[src/rtl/ap_ctrl_status_recorder_if.sv]
// Record stream between the recorder (master) and its consumer (slave).
// The head record is held stable while rec_valid=1 and rec_ready=0.
interface ap_ctrl_status_recorder_if #(
    parameter int unsigned CNT_W = 32
);
    logic             rec_valid;
    logic             rec_ready;
    logic [CNT_W-1:0] rec_latency;
    logic [CNT_W-1:0] rec_interval;
    logic [CNT_W-1:0] rec_index;
    logic [1:0]       rec_flags;

    modport master (
        output rec_valid,
        output rec_latency,
        output rec_interval,
        output rec_index,
        output rec_flags,
        input  rec_ready
    );

    modport slave (
        input  rec_valid,
        input  rec_latency,
        input  rec_interval,
        input  rec_index,
        input  rec_flags,
        output rec_ready
    );
endinterface

[src/rtl/ap_ctrl_status_recorder.sv]
// Observes an ap_ctrl_hs / ap_ctrl_chain handshake and records per-transaction
// latency, start-to-start interval and sequence index into a small FIFO.
// On finish, one final record (incomplete transaction or sentinel, flagged
// "last") is always queued before flush_done rises.
// DEPTH must be a power of two and at least 2.
module ap_ctrl_status_recorder #(
    parameter int unsigned CNT_W = 32,
    parameter int unsigned DEPTH = 8
) (
    input  logic                      clock,
    input  logic                      reset,
    input  logic                      ap_start,
    input  logic                      ap_done,
    input  logic                      ap_continue,
    input  logic                      finish,
    ap_ctrl_status_recorder_if.master rec,
    output logic [CNT_W-1:0]          drop_cnt,
    output logic                      busy,
    output logic                      flush_done
);
    localparam int unsigned AW = $clog2(DEPTH);

    typedef enum logic [2:0] {
        S_IDLE,
        S_ACTIVE,
        S_HOLD,
        S_FLUSH,
        S_END
    } state_t;

    typedef struct packed {
        logic [CNT_W-1:0] lat;
        logic [CNT_W-1:0] iv;
        logic [CNT_W-1:0] idx;
        logic [1:0]       flags;
    } rec_t;

    // cyc only ever grows, so the guard never fires in practice; it keeps the
    // difference from wrapping should a captured value ever exceed cyc.
    function automatic logic [CNT_W-1:0] sat_sub(input logic [CNT_W-1:0] a,
                                                 input logic [CNT_W-1:0] b);
        return (a >= b) ? (a - b) : '0;
    endfunction

    // ------------------------------------------------------------------
    // State
    // ------------------------------------------------------------------
    state_t           state_q, state_d;
    logic [CNT_W-1:0] cyc_q;
    logic [CNT_W-1:0] t_start_q, t_start_d;
    logic [CNT_W-1:0] prev_start_q, prev_start_d;
    logic             prev_vld_q, prev_vld_d;
    logic [CNT_W-1:0] iv_q, iv_d;
    logic [CNT_W-1:0] idx_q, idx_d;
    logic             pend_q, pend_d;
    logic [CNT_W-1:0] pend_lat_q, pend_lat_d;
    logic [CNT_W-1:0] drop_q, drop_d;
    logic             flush_done_q, flush_done_d;

    rec_t             mem_q [DEPTH];
    logic [AW-1:0]    rd_ptr_q, wr_ptr_q;
    logic [AW:0]      count_q, count_d;

    // Push request from the FSM
    logic             push_norm;
    logic             push_final;
    rec_t             push_rec;

    logic             fifo_full;
    logic             fifo_pop;
    logic             fifo_space;
    logic             fifo_wr;
    logic             rec_drop;
    logic [CNT_W-1:0] iv_now;
    logic [CNT_W-1:0] run_lat;

    assign fifo_full  = (count_q == (AW+1)'(DEPTH));
    assign fifo_pop   = (count_q != '0) && rec.rec_ready;
    // A full FIFO still takes a push in the same cycle as a pop.
    assign fifo_space = !fifo_full || fifo_pop;
    assign fifo_wr    = (push_norm || push_final) && fifo_space;
    assign rec_drop   = push_norm && !fifo_space;

    assign iv_now  = prev_vld_q ? sat_sub(cyc_q, prev_start_q) : '0;
    assign run_lat = sat_sub(cyc_q, t_start_q);

    // FSM next state, transaction bookkeeping and record construction
    always_comb begin
        state_d      = state_q;
        t_start_d    = t_start_q;
        prev_start_d = prev_start_q;
        prev_vld_d   = prev_vld_q;
        iv_d         = iv_q;
        idx_d        = idx_q;
        pend_d       = pend_q;
        pend_lat_d   = pend_lat_q;
        flush_done_d = flush_done_q;
        push_norm    = 1'b0;
        push_final   = 1'b0;
        push_rec     = '{lat: '0, iv: '0, idx: idx_q, flags: 2'b00};

        unique case (state_q)
            S_IDLE: begin
                if (finish) begin
                    state_d = S_FLUSH;
                end else if (ap_start) begin
                    prev_start_d = cyc_q;
                    prev_vld_d   = 1'b1;
                    if (ap_done) begin
                        // Zero-latency transaction: record now, remain idle.
                        push_norm   = 1'b1;
                        push_rec.iv = iv_now;
                    end else begin
                        t_start_d = cyc_q;
                        iv_d      = iv_now;
                        state_d   = S_ACTIVE;
                    end
                end
            end
            S_ACTIVE: begin
                if (finish) begin
                    pend_d     = 1'b1;
                    pend_lat_d = run_lat;
                    state_d    = S_FLUSH;
                end else if (ap_done) begin
                    push_norm    = 1'b1;
                    push_rec.lat = run_lat;
                    push_rec.iv  = iv_q;
                    state_d      = ap_continue ? S_IDLE : S_HOLD;
                end
            end
            S_HOLD: begin
                if (finish) begin
                    state_d = S_FLUSH;
                end else if (ap_continue) begin
                    state_d = S_IDLE;
                end
            end
            S_FLUSH: begin
                push_final     = 1'b1;
                push_rec.flags = {1'b1, pend_q};
                if (pend_q) begin
                    push_rec.lat = pend_lat_q;
                    push_rec.iv  = iv_q;
                end
                if (fifo_space) begin
                    flush_done_d = 1'b1;
                    state_d      = S_END;
                end
            end
            S_END: begin
                state_d = S_END;
            end
            default: begin
                state_d = S_IDLE;
            end
        endcase

        if (push_norm) begin
            idx_d = idx_q + 1'b1;
        end
    end

    // FIFO occupancy next value
    always_comb begin
        count_d = count_q;
        unique case ({fifo_wr, fifo_pop})
            2'b10:   count_d = count_q + 1'b1;
            2'b01:   count_d = count_q - 1'b1;
            default: count_d = count_q;
        endcase
    end

    // Saturating drop counter next value
    always_comb begin
        drop_d = drop_q;
        if (rec_drop && (drop_q != '1)) begin
            drop_d = drop_q + 1'b1;
        end
    end

    // State register and control/bookkeeping registers
    always_ff @(posedge clock or negedge reset) begin
        if (!reset) begin
            state_q      <= S_IDLE;
            cyc_q        <= '0;
            t_start_q    <= '0;
            prev_start_q <= '0;
            prev_vld_q   <= 1'b0;
            iv_q         <= '0;
            idx_q        <= '0;
            pend_q       <= 1'b0;
            pend_lat_q   <= '0;
            drop_q       <= '0;
            flush_done_q <= 1'b0;
        end else begin
            state_q      <= state_d;
            cyc_q        <= (cyc_q != '1) ? cyc_q + 1'b1 : cyc_q;
            t_start_q    <= t_start_d;
            prev_start_q <= prev_start_d;
            prev_vld_q   <= prev_vld_d;
            iv_q         <= iv_d;
            idx_q        <= idx_d;
            pend_q       <= pend_d;
            pend_lat_q   <= pend_lat_d;
            drop_q       <= drop_d;
            flush_done_q <= flush_done_d;
        end
    end

    // FIFO pointers and occupancy
    always_ff @(posedge clock or negedge reset) begin
        if (!reset) begin
            rd_ptr_q <= '0;
            wr_ptr_q <= '0;
            count_q  <= '0;
        end else begin
            if (fifo_wr) begin
                wr_ptr_q <= wr_ptr_q + 1'b1;
            end
            if (fifo_pop) begin
                rd_ptr_q <= rd_ptr_q + 1'b1;
            end
            count_q <= count_d;
        end
    end

    // FIFO storage; contents are only visible through the valid-gated head
    always_ff @(posedge clock) begin
        if (fifo_wr) begin
            mem_q[wr_ptr_q] <= push_rec;
        end
    end

    // Head record outputs are forced to zero when the FIFO is empty
    assign rec.rec_valid    = (count_q != '0);
    assign rec.rec_latency  = rec.rec_valid ? mem_q[rd_ptr_q].lat   : '0;
    assign rec.rec_interval = rec.rec_valid ? mem_q[rd_ptr_q].iv    : '0;
    assign rec.rec_index    = rec.rec_valid ? mem_q[rd_ptr_q].idx   : '0;
    assign rec.rec_flags    = rec.rec_valid ? mem_q[rd_ptr_q].flags : '0;

    assign drop_cnt   = drop_q;
    assign busy       = (state_q == S_ACTIVE);
    assign flush_done = flush_done_q;

endmodule

[src/flat_wrapper.sv]
// flat-port wrapper written by rule: the top's interface ports become plain ports
module ap_ctrl_status_recorder_flat 
#(
    parameter int unsigned CNT_W = 32,
    parameter int unsigned DEPTH = 8
)
  (clock, reset, ap_start, ap_done, ap_continue, finish, drop_cnt, busy, flush_done, rec_rec_valid, rec_rec_latency, rec_rec_interval, rec_rec_index, rec_rec_flags, rec_rec_ready);
  ap_ctrl_status_recorder_if #(.CNT_W(CNT_W)) rec_i ();
  input  logic clock;
  input  logic reset;
  input  logic ap_start;
  input  logic ap_done;
  input  logic ap_continue;
  input  logic finish;
  output logic [CNT_W-1:0] drop_cnt;
  output logic busy;
  output logic flush_done;
  output wire logic [$bits(rec_i.rec_valid)-1:0] rec_rec_valid;
  output wire logic [$bits(rec_i.rec_latency)-1:0] rec_rec_latency;
  output wire logic [$bits(rec_i.rec_interval)-1:0] rec_rec_interval;
  output wire logic [$bits(rec_i.rec_index)-1:0] rec_rec_index;
  output wire logic [$bits(rec_i.rec_flags)-1:0] rec_rec_flags;
  input wire logic [$bits(rec_i.rec_ready)-1:0] rec_rec_ready;
  assign rec_rec_valid = rec_i.rec_valid;
  assign rec_rec_latency = rec_i.rec_latency;
  assign rec_rec_interval = rec_i.rec_interval;
  assign rec_rec_index = rec_i.rec_index;
  assign rec_rec_flags = rec_i.rec_flags;
  assign rec_i.rec_ready = rec_rec_ready;
  ap_ctrl_status_recorder #(.CNT_W(CNT_W), .DEPTH(DEPTH)) u_core (.clock(clock), .reset(reset), .ap_start(ap_start), .ap_done(ap_done), .ap_continue(ap_continue), .finish(finish), .rec(rec_i), .drop_cnt(drop_cnt), .busy(busy), .flush_done(flush_done));
endmodule
[config.mk]
export PLATFORM = sky130hd
export DESIGN_NAME = ap_ctrl_status_recorder_flat
export DESIGN_NICKNAME = d
export VERILOG_FILES = /design/src/rtl/ap_ctrl_status_recorder_if.sv /design/src/rtl/ap_ctrl_status_recorder.sv /design/src/flat_wrapper.sv
export SDC_FILE = /design/constraint.sdc
export NUM_CORES = 1
export LEC_CHECK = 0
export ABC_AREA = 1
export CAP_MARGIN = 25
export CORE_ASPECT_RATIO = 0.7
export CORE_MARGIN = 2
export CORE_UTILIZATION = 35
export CTS_CLUSTER_DIAMETER = 40
export DETAILED_ROUTE_END_ITERATION = 10
export GPL_TIMING_DRIVEN = 1
export MAX_ROUTING_LAYER = met4
export SLEW_MARGIN = 20
export SYNTH_ARGS = -nofsm -noshare
export SYNTH_HDL_FRONTEND = slang
export SYNTH_SLANG_ARGS = --single-unit
[constraint.sdc]
create_clock -name clock -period 12.4 [get_ports clock]
set_clock_uncertainty 0.2 [all_clocks]
set_input_delay 3.72 -clock clock [delete_from_list [all_inputs] [get_ports clock]]
set_output_delay 3.72 -clock clock [all_outputs]
set_load 0.005 [all_outputs]
==> metrics list <==
- Most frequent standard cell in the layout excluding fill and tap cells: sky130_fd_sc_hd__nand2_1
- The internal power of the cells totals 8.002 mW.
- In this run the remaining antenna-violating nets after routing total 0.
* Via density: between 5 and 6
- The floorplan has between 100 and 150 rows.
- Among all flip-flop cells after synthesis, the most frequent one is sky130_fd_sc_hd__edfxtp_1.
* Vertical die dimension: between 300 and 400 um
- DR WL/cell: around 19 um
- The final number of max-transition violations is 0.
* Synthesized net count: roughly 5000
* Number of global-route vias before repair: 32990
- Summed area of non-filler cells in the final layout: 54660 um^2
- The setup path with the least slack is of type reg -> out.
- Wire length of the first global-routing pass: 199.6 mm
- Hold timing on the final database bottoms out at a slack of ~0.28 ns.
* DRC marker count from the first detailed-route iteration: 3419
- Synthesized area per cell: 9.930 um^2
* Total setup violations reported at the end of the flow: 0
- STA classifies the critical path endpoint as an output port.
- Fillers: 13020
- For the pin with the worst max-slew slack, the measured transition is 1.125 ns.
* Leak pwr: approximately 21 nW
- Area of all sequential standard cells: approximately 30000 um^2
* Data required time of the worst path: 8.48 ns
- Root Buffer Master: sky130_fd_sc_hd__clkbuf_16
- Overflow left after global routing: 0
- Counting flops with an async set or reset pin after synthesis yields a share of 0.2344.
- Post-CTS repair changed the size of 0 cells.
- The floorplan step set the die width to about 440 um.
- The number of setup buffers added after CTS is 0.
* Relative max-transition margin: 0.2500
- Static timing analysis puts the maximum clock frequency at 117.2 MHz.
- Once placement finished, the instance area stood at slightly above 50000 um^2.
* PwrDens: 242.9 nW/um^2
* Number of sinks driven by the clock tree: 1024
* Worst-skew pair later-pin latency: 0.77 ns
- Summed over all layers, the routed wires come to about 130 mm.
* CTS clock-pin slew for the worst setup and hold paths: 0.07 ns
- Total power: between 10 and 15 mW
* Hold buffer count at CTS: 0
* Worst setup margin: 3.870 ns
- Synthesis-to-finish area growth: 15.12%
- OpenSTA, run right after detailed placement, puts the worst setup slack at between 3 and 4 ns.
- Number of synthesis warnings: 0
- Final Hold Vio Count: 0
- Number of flops mapped to enable cells by yosys: 784
- Counting distinct cell types in the post-synthesis netlist gives 53.
- Net switching power: 5.276 mW
* Utilization of the core after routing: 0.4044
- Max-cap violations in this run came to 0.
* Multi-input gate area in the final layout: 15560 um^2
- Clock tree from TritonCTS: done
- Gate Count Post-Synth: 4781
- Largest buffer count on any clock path: 3
* Clk network pwr share: 0.261
- Post-Layout Cell Count: about 6800
- In this run the standard cell core region covers ~140000 um^2.
* Placed cell count: roughly 6500
* Total die area: approximately 140000 um^2
* Proportion of layout cells with a drive suffix above 1: 0.07299
- Final period demand of the worst path: 8.530 ns
* Outcome: finished, final reports clean
* Peak ir drop on the vdd network: between 0.0002 and 0.00025 V
* Setup total negative slack: 0 ns
- H-Tree Depth: 3
- Switching share of power: 0.3974
* First-pass iteration count of the detailed router: 5
- The worst setup path is launched from a register.
- Instance count along the most critical hold path: 2
* Starting density of the core: 0.3513
- Number of antenna violations at the first check in global routing: 2
- Overall via count from detail_route: around 34000
* Final #Nets: 4956
* Most frequent cells in the layout: sky130_fd_sc_hd__nand2_1, sky130_fd_sc_hd__edfxtp_1, sky130_fd_sc_hd__nor2_1
- Total global-route track usage: 0.1895
- Detailed placement finished with a half-perimeter wire length of 78.83 mm.
- The count of buffers added on input and output ports is 139.
* # IOs: 140
* Setup repair after global routing missed its margin: false
- Largest net degree at the start of global routing: roughly 250
* Share of the clock period used by the worst path after layout: 0.6879
- Share of total power in combinational logic: 0.399
- Cell area after technology mapping: 47480 um^2
- Routability congestion estimate from global placement: 0.9271
- Hold Path Class: reg -> reg
- Post-detailed-route DRC marker count: 0
- The number of cells on the worst reg-to-reg path is 12.
* TritonCTS Buffers: 116
- After synthesis the netlist holds a flip-flop and latch count of 1024.
- Register area share after synthesis: 0.6224
* Highest net fanout along the worst path: 252
* Relative contribution of sequential cells to total power: 0.340
* CP Data Arrival Time: around 4.6 ns
==> cell families after synthesis <==
family,Yosys count,share of synthesized area
AO/OA/AOI/OAI,952,0.1085
XOR/XNOR,102,0.01882
adder cells (fa/ha/maj),74,0.01998
buffers and inverters,608,0.05115
flip-flops,1024,0.6224
AND/OR/NAND/NOR,2021,0.1792
==> synth_stat cells (11+ instances only) <==
master / n / area share
sky130_fd_sc_hd__nand2_1: 929 / 0.073
sky130_fd_sc_hd__edfxtp_1: 784 / 0.50
sky130_fd_sc_hd__nor2_1: 753 / 0.060
sky130_fd_sc_hd__o21ai_0: 655 / 0.069
sky130_fd_sc_hd__inv_1: 377 / 0.030
sky130_fd_sc_hd__dfrtp_1: 240 / 0.13
sky130_fd_sc_hd__clkbuf_1: 142 / 0.011
sky130_fd_sc_hd__nand3_1: 102 / 0.011
sky130_fd_sc_hd__a31oi_1: 101 / 0.013
sky130_fd_sc_hd__o22ai_1: 98 / 0.013
sky130_fd_sc_hd__nand4_1: 79 / 0.010
sky130_fd_sc_hd__ha_1: 71 / 0.019
sky130_fd_sc_hd__xor2_1: 61 / 0.011
sky130_fd_sc_hd__a21oi_1: 60 / 0.0063
sky130_fd_sc_hd__nor3_1: 54 / 0.0057
sky130_fd_sc_hd__buf_2: 52 / 0.0055
sky130_fd_sc_hd__xnor2_1: 41 / 0.0076
sky130_fd_sc_hd__nor2_4: 27 / 0.0064
sky130_fd_sc_hd__o21ai_2: 20 / 0.0037
sky130_fd_sc_hd__nand3b_1: 14 / 0.0022
sky130_fd_sc_hd__nor4_1: 14 / 0.0018
sky130_fd_sc_hd__buf_1: 11 / 0.00087
==> area by class of cell <==
type	instances	share of cell area
Clock buffer	131	0.05451
Multi-Input combinational cell	3149	0.2847
Sequential cell	1024	0.5407
Antenna cell	1	0.00004578
Clock inverter	85	0.01740
Timing Repair Buffer	195	0.03473
Tap cell	1782	0.04079
Inverter	389	0.02710
==> registers in the layout, summed over array words and instances (netlist names), 4 cells and up <==
register / flops
u_core.count_q: 4
u_core.iv_q: 32
u_core.mem_q: 784
u_core.cyc_q: 32
u_core.drop_cnt: 32
u_core.pend_lat_q: 32
u_core.prev_start_q: 32
u_core.t_start_q: 32
u_core.idx_q: 32
==> critical path, cell delays in order (launching register included) <==
cell	delay [ns]
sky130_fd_sc_hd__dfrtp_4	0.69
sky130_fd_sc_hd__inv_8	0.55
sky130_fd_sc_hd__buf_12	0.71
sky130_fd_sc_hd__o21ai_0	0.18
sky130_fd_sc_hd__o22ai_1	0.14
sky130_fd_sc_hd__o21ai_0	0.09
sky130_fd_sc_hd__a31oi_1	0.65
sky130_fd_sc_hd__clkdlybuf4s50_1	0.65
==> routing by layer <==
metal	track usage	wire length, um
met5	-	0
met4	0.04476	2915
met3	0.03227	8475
met2	0.2685	54310
met1	0.2817	62890
==> power groups by stage <==
stage               logic, mW  registers, mW  clock network [mW]
CTS                      5.34           4.51                3.54
floorplan                3.28           4.51                   0
detailed placement       5.30           4.58                   0
global route             5.89           4.56                3.69
finish                   5.30           4.51                3.47
global placement         5.27           4.57                   0
==> worst paths after layout <==
path	slack, ns	startpoint	end
max reg2reg	7.67	u_core.state_q[2]$_DFFE_PN0P_	u_core.mem_q[2][81]$_DFFE_PP_
max in group asynchronous	7.77	reset	u_core.drop_cnt[31]$_DFFE_PN0P_
min	0.28	u_core.pend_lat_q[20]$_DFFE_PN0P_	u_core.pend_lat_q[20]$_DFFE_PN0P_
max	3.87	u_core.rd_ptr_q[0]$_DFFE_PN0P_	rec_rec_interval[24]
min reg2reg	0.28	u_core.pend_lat_q[20]$_DFFE_PN0P_	u_core.pend_lat_q[20]$_DFFE_PN0P_
min in group asynchronous	2.79	reset	u_core.pend_lat_q[10]$_DFFE_PN0P_
(Power assumes the default switching activity.)
